$ cat src/rtl/mux_scan_pkg.sv
// mux_scan_pkg -- shared types and default parameter values for the mux_scan
// channel multiplexer / scanner.
//
// Contents:
//   state_t        : controller states (IDLE, MANUAL, SCAN)
//   NCH_DEFAULT    : default number of input channels
//   W_DEFAULT      : default data width per channel
//   DWELL_DEFAULT  : default cycles spent on each channel while scanning
//
// Optional feature macro used by the importing files: MUX_SCAN_MASK_EN.
package mux_scan_pkg;

    typedef enum logic [1:0] {
        IDLE   = 2'd0,
        MANUAL = 2'd1,
        SCAN   = 2'd2
    } state_t;

    localparam int NCH_DEFAULT   = 4;
    localparam int W_DEFAULT     = 1;
    localparam int DWELL_DEFAULT = 4;

endpackage

$ cat src/rtl/mux_scan_next.sv
// mux_scan_next -- combinational next-channel finder for the scanner.
//
// Given a base channel index, returns the next channel after it in ascending
// order, modulo NCH, together with a flag saying the step passed index NCH-1.
//
// Ports:
//   base : channel index to advance from
//   mask : (MUX_SCAN_MASK_EN only) 1 = channel skipped
//   nxt  : next channel index
//   wrap : the step went past NCH-1 back towards 0
//   none : every channel is masked (nxt is meaningless); always 0 without the mask
//
// Configuration macro: MUX_SCAN_MASK_EN. Without it the block is a plain
// increment-modulo-NCH.
module mux_scan_next
    import mux_scan_pkg::*;
#(
    parameter int NCH = NCH_DEFAULT,
    parameter int SW  = $clog2(NCH)
) (
    input  logic [SW-1:0]  base,
`ifdef MUX_SCAN_MASK_EN
    input  logic [NCH-1:0] mask,
`endif
    output logic [SW-1:0]  nxt,
    output logic           wrap,
    output logic           none
);

`ifdef MUX_SCAN_MASK_EN
    int sum;
    int idx;

    // Candidates are base+1 .. base+NCH; the last candidate is base itself,
    // so a single unmasked channel keeps being re-selected (and wraps).
    always_comb begin
        nxt  = '0;
        wrap = 1'b0;
        none = 1'b1;
        sum  = 0;
        idx  = 0;
        for (int off = 1; off <= NCH; off++) begin
            if (none) begin
                sum = int'(base) + off;
                idx = (sum >= NCH) ? (sum - NCH) : sum;
                if (!mask[idx[SW-1:0]]) begin
                    nxt  = idx[SW-1:0];
                    wrap = (sum >= NCH);
                    none = 1'b0;
                end
            end
        end
    end
`else
    always_comb begin
        none = 1'b0;
        wrap = (base == SW'(NCH - 1));
        nxt  = wrap ? '0 : base + 1'b1;
    end
`endif

endmodule

$ cat src/rtl/mux_scan.sv
// mux_scan -- registered N-channel multiplexer with manual select and an
// automatic round-robin scan mode with a programmable dwell time.
//
// Parameters:
//   NCH   : number of channels (2..16)
//   W     : data width per channel (1..32)
//   DWELL : cycles spent on each channel while scanning (1..255)
//
// Ports:
//   clk   : clock, rising edge
//   rst_n : asynchronous active-low reset
//   en    : block enable (0 forces IDLE)
//   mode  : 0 = manual select, 1 = auto-scan
//   sel   : manual channel select
//   d     : channel data, channel k at d[k*W +: W]
//   mask  : (MUX_SCAN_MASK_EN only) 1 = channel skipped while scanning
//   y     : registered selected data
//   valid : y holds a legal channel sample
//   ch    : channel index that produced y
//   wrap  : one-cycle pulse on the cycle the scan returns to its first channel
//
// Configuration macro: MUX_SCAN_MASK_EN adds the mask port; without it every
// channel is scanned.
//
// Timing: the state transition and the output load happen on the same edge,
// so the edge that enters SCAN already presents the first scan channel and
// counts as its first dwell cycle.
module mux_scan
    import mux_scan_pkg::*;
#(
    parameter  int NCH   = NCH_DEFAULT,
    parameter  int W     = W_DEFAULT,
    parameter  int DWELL = DWELL_DEFAULT,
    localparam int SW    = $clog2(NCH)
) (
    input  logic             clk,
    input  logic             rst_n,
    input  logic             en,
    input  logic             mode,
    input  logic [SW-1:0]    sel,
    input  logic [NCH*W-1:0] d,
`ifdef MUX_SCAN_MASK_EN
    input  logic [NCH-1:0]   mask,
`endif
    output logic [W-1:0]     y,
    output logic             valid,
    output logic [SW-1:0]    ch,
    output logic             wrap
);

    localparam logic [7:0] DWELL_LAST = 8'(DWELL - 1);

    state_t        state;
    logic [SW-1:0] scan_ch;
    logic [7:0]    dwell_cnt;
    logic          wrap_pend;
    logic          seek;

    logic [W-1:0]  man_y;
    logic          man_ok;
    logic          restart;
    logic [SW-1:0] first_ch;
    logic [SW-1:0] cur_ch;
    logic [7:0]    cur_dwell;
    logic [W-1:0]  scan_y;
    logic [SW-1:0] adv_ch;
    logic          adv_wrap;
    logic          none_all;
    logic          first_wrap_unused;
    logic          adv_none_unused;

    // Out-of-range indices (only possible for non-power-of-2 NCH) give zero.
    function automatic logic [W-1:0] pick(input logic [NCH*W-1:0] dv,
                                          input logic [SW-1:0]    idx);
        logic [W-1:0] r;
        r = '0;
        for (int k = 0; k < NCH; k++) begin
            if (idx == SW'(k)) r = dv[k*W +: W];
        end
        return r;
    endfunction

    assign man_y  = pick(d, sel);
    assign man_ok = ({1'b0, sel} < (SW + 1)'(NCH));

    // A scan (re)starts from its first channel whenever we were not already
    // scanning, or the previous cycle found every channel masked.
    assign restart   = (state != SCAN) || seek;
    assign cur_ch    = restart ? first_ch : scan_ch;
    assign cur_dwell = restart ? 8'd0 : dwell_cnt;
    assign scan_y    = pick(d, cur_ch);

    // First channel of a pass: the first eligible index searching up from 0.
    mux_scan_next #(
        .NCH (NCH),
        .SW  (SW)
    ) u_first (
        .base (SW'(NCH - 1)),
`ifdef MUX_SCAN_MASK_EN
        .mask (mask),
`endif
        .nxt  (first_ch),
        .wrap (first_wrap_unused),
        .none (none_all)
    );

    // Channel to move to when the current dwell expires.
    mux_scan_next #(
        .NCH (NCH),
        .SW  (SW)
    ) u_adv (
        .base (cur_ch),
`ifdef MUX_SCAN_MASK_EN
        .mask (mask),
`endif
        .nxt  (adv_ch),
        .wrap (adv_wrap),
        .none (adv_none_unused)
    );

    always_ff @(posedge clk or negedge rst_n) begin
        if (!rst_n) begin
            state     <= IDLE;
            y         <= '0;
            valid     <= 1'b0;
            ch        <= '0;
            wrap      <= 1'b0;
            scan_ch   <= '0;
            dwell_cnt <= '0;
            wrap_pend <= 1'b0;
            seek      <= 1'b0;
        end else if (!en) begin
            // IDLE: hold y/ch, drop the scan position.
            state     <= IDLE;
            valid     <= 1'b0;
            wrap      <= 1'b0;
            scan_ch   <= '0;
            dwell_cnt <= '0;
            wrap_pend <= 1'b0;
            seek      <= 1'b0;
        end else if (!mode) begin
            state     <= MANUAL;
            y         <= man_y;
            ch        <= sel;
            valid     <= man_ok;
            wrap      <= 1'b0;
            scan_ch   <= '0;
            dwell_cnt <= '0;
            wrap_pend <= 1'b0;
            seek      <= 1'b0;
        end else begin
            state <= SCAN;
            if (none_all) begin
                // Nothing to scan: hold y/ch and re-seek once a channel frees up.
                valid     <= 1'b0;
                wrap      <= 1'b0;
                scan_ch   <= '0;
                dwell_cnt <= '0;
                wrap_pend <= 1'b0;
                seek      <= 1'b1;
            end else begin
                y     <= scan_y;
                ch    <= cur_ch;
                valid <= 1'b1;
                // The wrap detected at the advance is shown with the channel it
                // lands on, one edge later; a fresh pass never reports a wrap.
                wrap  <= restart ? 1'b0 : wrap_pend;
                seek  <= 1'b0;
                if (cur_dwell == DWELL_LAST) begin
                    dwell_cnt <= '0;
                    scan_ch   <= adv_ch;
                    wrap_pend <= adv_wrap;
                end else begin
                    dwell_cnt <= cur_dwell + 8'd1;
                    scan_ch   <= cur_ch;
                    wrap_pend <= 1'b0;
                end
            end
        end
    end

endmodule

$ cat config.mk
export PLATFORM = sky130hd
export DESIGN_NAME = mux_scan
export DESIGN_NICKNAME = d
export VERILOG_FILES = /design/src/rtl/mux_scan_pkg.sv /design/src/rtl/mux_scan_next.sv /design/src/rtl/mux_scan.sv
export SDC_FILE = /design/constraint.sdc
export NUM_CORES = 1
export LEC_CHECK = 0
export BUFFER_PORTS_ARGS = -buffer_cell sky130_fd_sc_hd__buf_2
export CORE_MARGIN = 3
export CORE_UTILIZATION = 45
export DETAILED_ROUTE_END_ITERATION = 12
export HOLD_SLACK_MARGIN = 0.08
export PLACE_DENSITY = 0.64
export REMOVE_ABC_BUFFERS = 1
export SYNTH_ARGS = -nofsm -noshare
export SYNTH_HDL_FRONTEND = slang
export SYNTH_SLANG_ARGS = --single-unit
export TNS_END_PERCENT = 10
$ cat constraint.sdc
create_clock -name clk -period 4.35 [get_ports clk]
set_input_delay 0.2175 -clock clk [delete_from_list [all_inputs] [get_ports clk]]
set_output_delay 0.2175 -clock clk [all_outputs]
set_load 0.1 [all_outputs]
==> qor.csv <==
stage,metric,value,unit
outcome,status,completed,
synth,#FFs+latches synth,18,
setup_path,WP data arrival,2820,ps
sta,max_slew headroom,47.6,%
sta,final setup vio count,0,
setup_path,"reg-to-reg slack, setup",1690,ps
clock_tree,CTS sink cnt,18,
floorplanning,Core ar.,0.00200,mm2
power_and_ir_drop,Power per Cell Area,299,mW/mm2
sta,crit share post-route,61.1,%
clock_tree,CTS tree,yes,
power_and_ir_drop,leakage,0.505,nW
synth,Post-synth ARST share,100,%
clock_tree,Num CTS Buffers,3,
sta,RSZ-0062 raised after global routing,false,
power_and_ir_drop,VDD IR-drop max,184,uV
grt,global-route wire length before repair,3.19,mm
synth,Post-Syn Area,967,um2
clock_tree,clock slew at reported path FFs,100,ps
synth,Mapped Avg Cell Area,9.67,um2
synth,Simple-Gate Fraction of Synth Area,23.4,%
routing,DRC viols,0,
setup_path,critical path class,reg -> reg,
floorplanning,DIE AREA,0.00274,mm2
setup_path,worst path required time,4520,ps
routing,Via-to-Cell Ratio,5.54,
power_and_ir_drop,total power,0.329,mW
floorplanning,Die X,52.4,um
sta,Setup TNS Final,0,ps
finish,n_diodes,0,
sta,Worst-Margin Slew,785,ps
finish,Area growth syn-to-layout,13.7,%
clock_tree,post_cts resized,0,
place,PortBufs,14,
place,Final GP Congestion,0.788,
finish,# fillers,194,
synth,post-synth cell types,34,
floorplanning,Initial Util,48.3,%
finish,nets@finish,131,
routing,"antenna viol nets, final",0,
synth,post-synth top area share,46.6,%
routing,Detailed Routing Iterations Pass 1,4,
routing,vias after detailed routing,786,
setup_path,worst r2r dst,dwell_cnt[3],
setup_path,Critical Path Sink Type,flip-flop,
setup_path,CP Launch Type,flip-flop,
synth,number of synthesized flops with an enable pin,0,
sta,worst hold slack,121,ps
synth,ys flop type,dfrtp_1,
floorplanning,Die Y,52.4,um
synth,Mapped Cells,100,
grt,vias in the first global route,734,
sta,Final Hold Viols,0,
run,total of max-cap violations,0,
finish,layout cells sized above 1,17.4,%
worst_hold_path,worst hold stages,1,
worst_hold_path,Min-Delay Endpoint,valid,
synth,Yosys top cell by area,dfrtp_1,
synth,Synth Warn #,0,
place,Place WS,1750,ps
floorplanning,# IOs,15,
synth,top post-synthesis cells by area,"dfrtp_1 (47%), ha_1 (6.5%), nand2_1 (3.5%)",
clock_tree,Clock Latency Late Sink,290,ps
worst_hold_path,Hold Crit Class,in -> reg,
sta,final slew viol count,0,
worst_hold_path,worst hold start,en,
sta,fmax,376,MHz
grt,gr ovfl total,0,
routing,Total Wirelength,1.94,mm
grt,Global Route Usage Sum,15.6,%
grt,initial antenna violation count,0,
setup_path,reg2reg start,state[1],
routing,DRC violation total after the first TritonRoute iteration,14,
setup_path,worst r2r path cells,6,
setup_path,critical path peak fanout,13,
clock_tree,Root Buffer,clkbuf_4,
place,dpl hpwl,1.46,mm
sta,Tmin final,2660,ps
floorplanning,placement row count,16,
routing,WL per Instance,13.7,um
clock_tree,Max clock buf depth,2,
sta,post-route setup slack,1690,ps
synth,register area share after synthesis,46.6,%
sta,Max Clock Skew,4.43,ps
synth,Compound-Gate Fraction of Synth Area,15.0,%
finish,Final Core Density,54.9,%
clock_tree,H-Tree Depth,1,
grt,largest net degree at the start of global routing,19,
synth,main combinational cell family by area after synthesis,simple AND/OR/NAND/NOR gates,
synth,xor/xnor share of the synthesized area,2.72,%
synth,post-synthesis adder-cell area fraction,6.47,%
synth,post-synthesis mux area share,2.07,%
==> sequential cells by signal (all words and copies together) (netlist names) <==
| signal | count |
|---|---|
| wrap | 1 |
| dwell_cnt | 8 |
| state | 2 |
| valid | 1 |
| wrap_pend | 1 |
| ch | 2 |
| scan_ch | 2 |
| y | 1 |
==> where the power goes <==
part / switching [mW] / internal [mW] / total [mW]
registers: 0.00276 / 0.172 / 0.175
logic: 0.0408 / 0.0119 / 0.0527
clock network: 0.0507 / 0.0510 / 0.102
==> stage by stage <==
| step | instances | cell area, um2 |
|---|---|---|
| 6_report | 142 | 1100 |
| 3_5_place_dp | 137 | 1050 |
| 5_1_grt | 142 | 1100 |
| 4_1_cts | 142 | 1100 |
| 2_1_floorplan | 96 | 950 |
| 3_3_place_gp | 137 | 1050 |
==> kinds of logic (layout without fill, tap and decap cells) <==
group,after synthesis,count (layout)
and+or+nand+nor,42,42
AOI/OAI and AO/OA,21,21
DFF,18,18
buffers and inverters,9,24
adders and majority gates,5,5
xor gates and xnor gates,3,3
muxes,2,2
==> what timing repair did <==
action	4_1_cts	5_1_grt
setup buffers	0	0
endpoints found under the hold margin	18	0
hold buffers	1	0
==> cell type report <==
class / count / area (um2) / share of cell area, %
Inverter: 5 / 18.8 / 1.71
Timing Repair Buffer: 15 / 80.1 / 7.28
Clock buffer: 4 / 36.3 / 3.30
Tap cell: 27 / 33.8 / 3.07
Sequential cell: 18 / 450 / 41.0
Multi-Input combinational cell: 73 / 480 / 43.7
==> Yosys cell counts, types with 3 or more instances <==
| cell | instances |
|---|---|
| nor2_1 | 7 |
| ha_1 | 5 |
| nor2b_1 | 5 |
| a21oi_1 | 6 |
| nand3_1 | 5 |
| and2_1 | 3 |
| dfrtp_1 | 18 |
| o22ai_1 | 3 |
| inv_1 | 5 |
| nand2_1 | 9 |
==> cells in the final DEF, fill, tap and decap left out, drive strengths merged, types with 2 or more instances in the layout <==
cell    count
nor2b       5
nor3        2
inv         5
nor2        7
a31oi       2
and2        3
nand3b      2
a21oi       6
ha          5
o211ai      2
o22ai       3
xor2        2
nand3       5
dfrtp      18
mux2i       2
clkbuf      4
or4         3
and3        2
nand2       9
buf        14
==> how the worst max path moves through the flow <==
stage                        end     start
detailed placement  dwell_cnt[3]  state[1]
floorplan           dwell_cnt[3]  state[1]
finish              dwell_cnt[3]  state[1]
global placement    dwell_cnt[3]  state[1]
global route        dwell_cnt[3]  state[1]
CTS                 dwell_cnt[3]  state[1]
==> metal layers <==
metal	global-route usage, %	up-vias	wire (um)
met5	0	-	0
met1	21.3	375	914
li1	-	390	-
met3	2.56	2	79
met2	25.0	19	933
met4	5.11	0	17
==> worst max-delay path: stages, from the launching register on <==
cell,delay [ps]
dfrtp_1,400
nor2b_1,650
and2_1,250
ha_1,270
or3b_2,530
o221ai_1,350
nor3_1,100
Power figures use the tool's default switching activity.
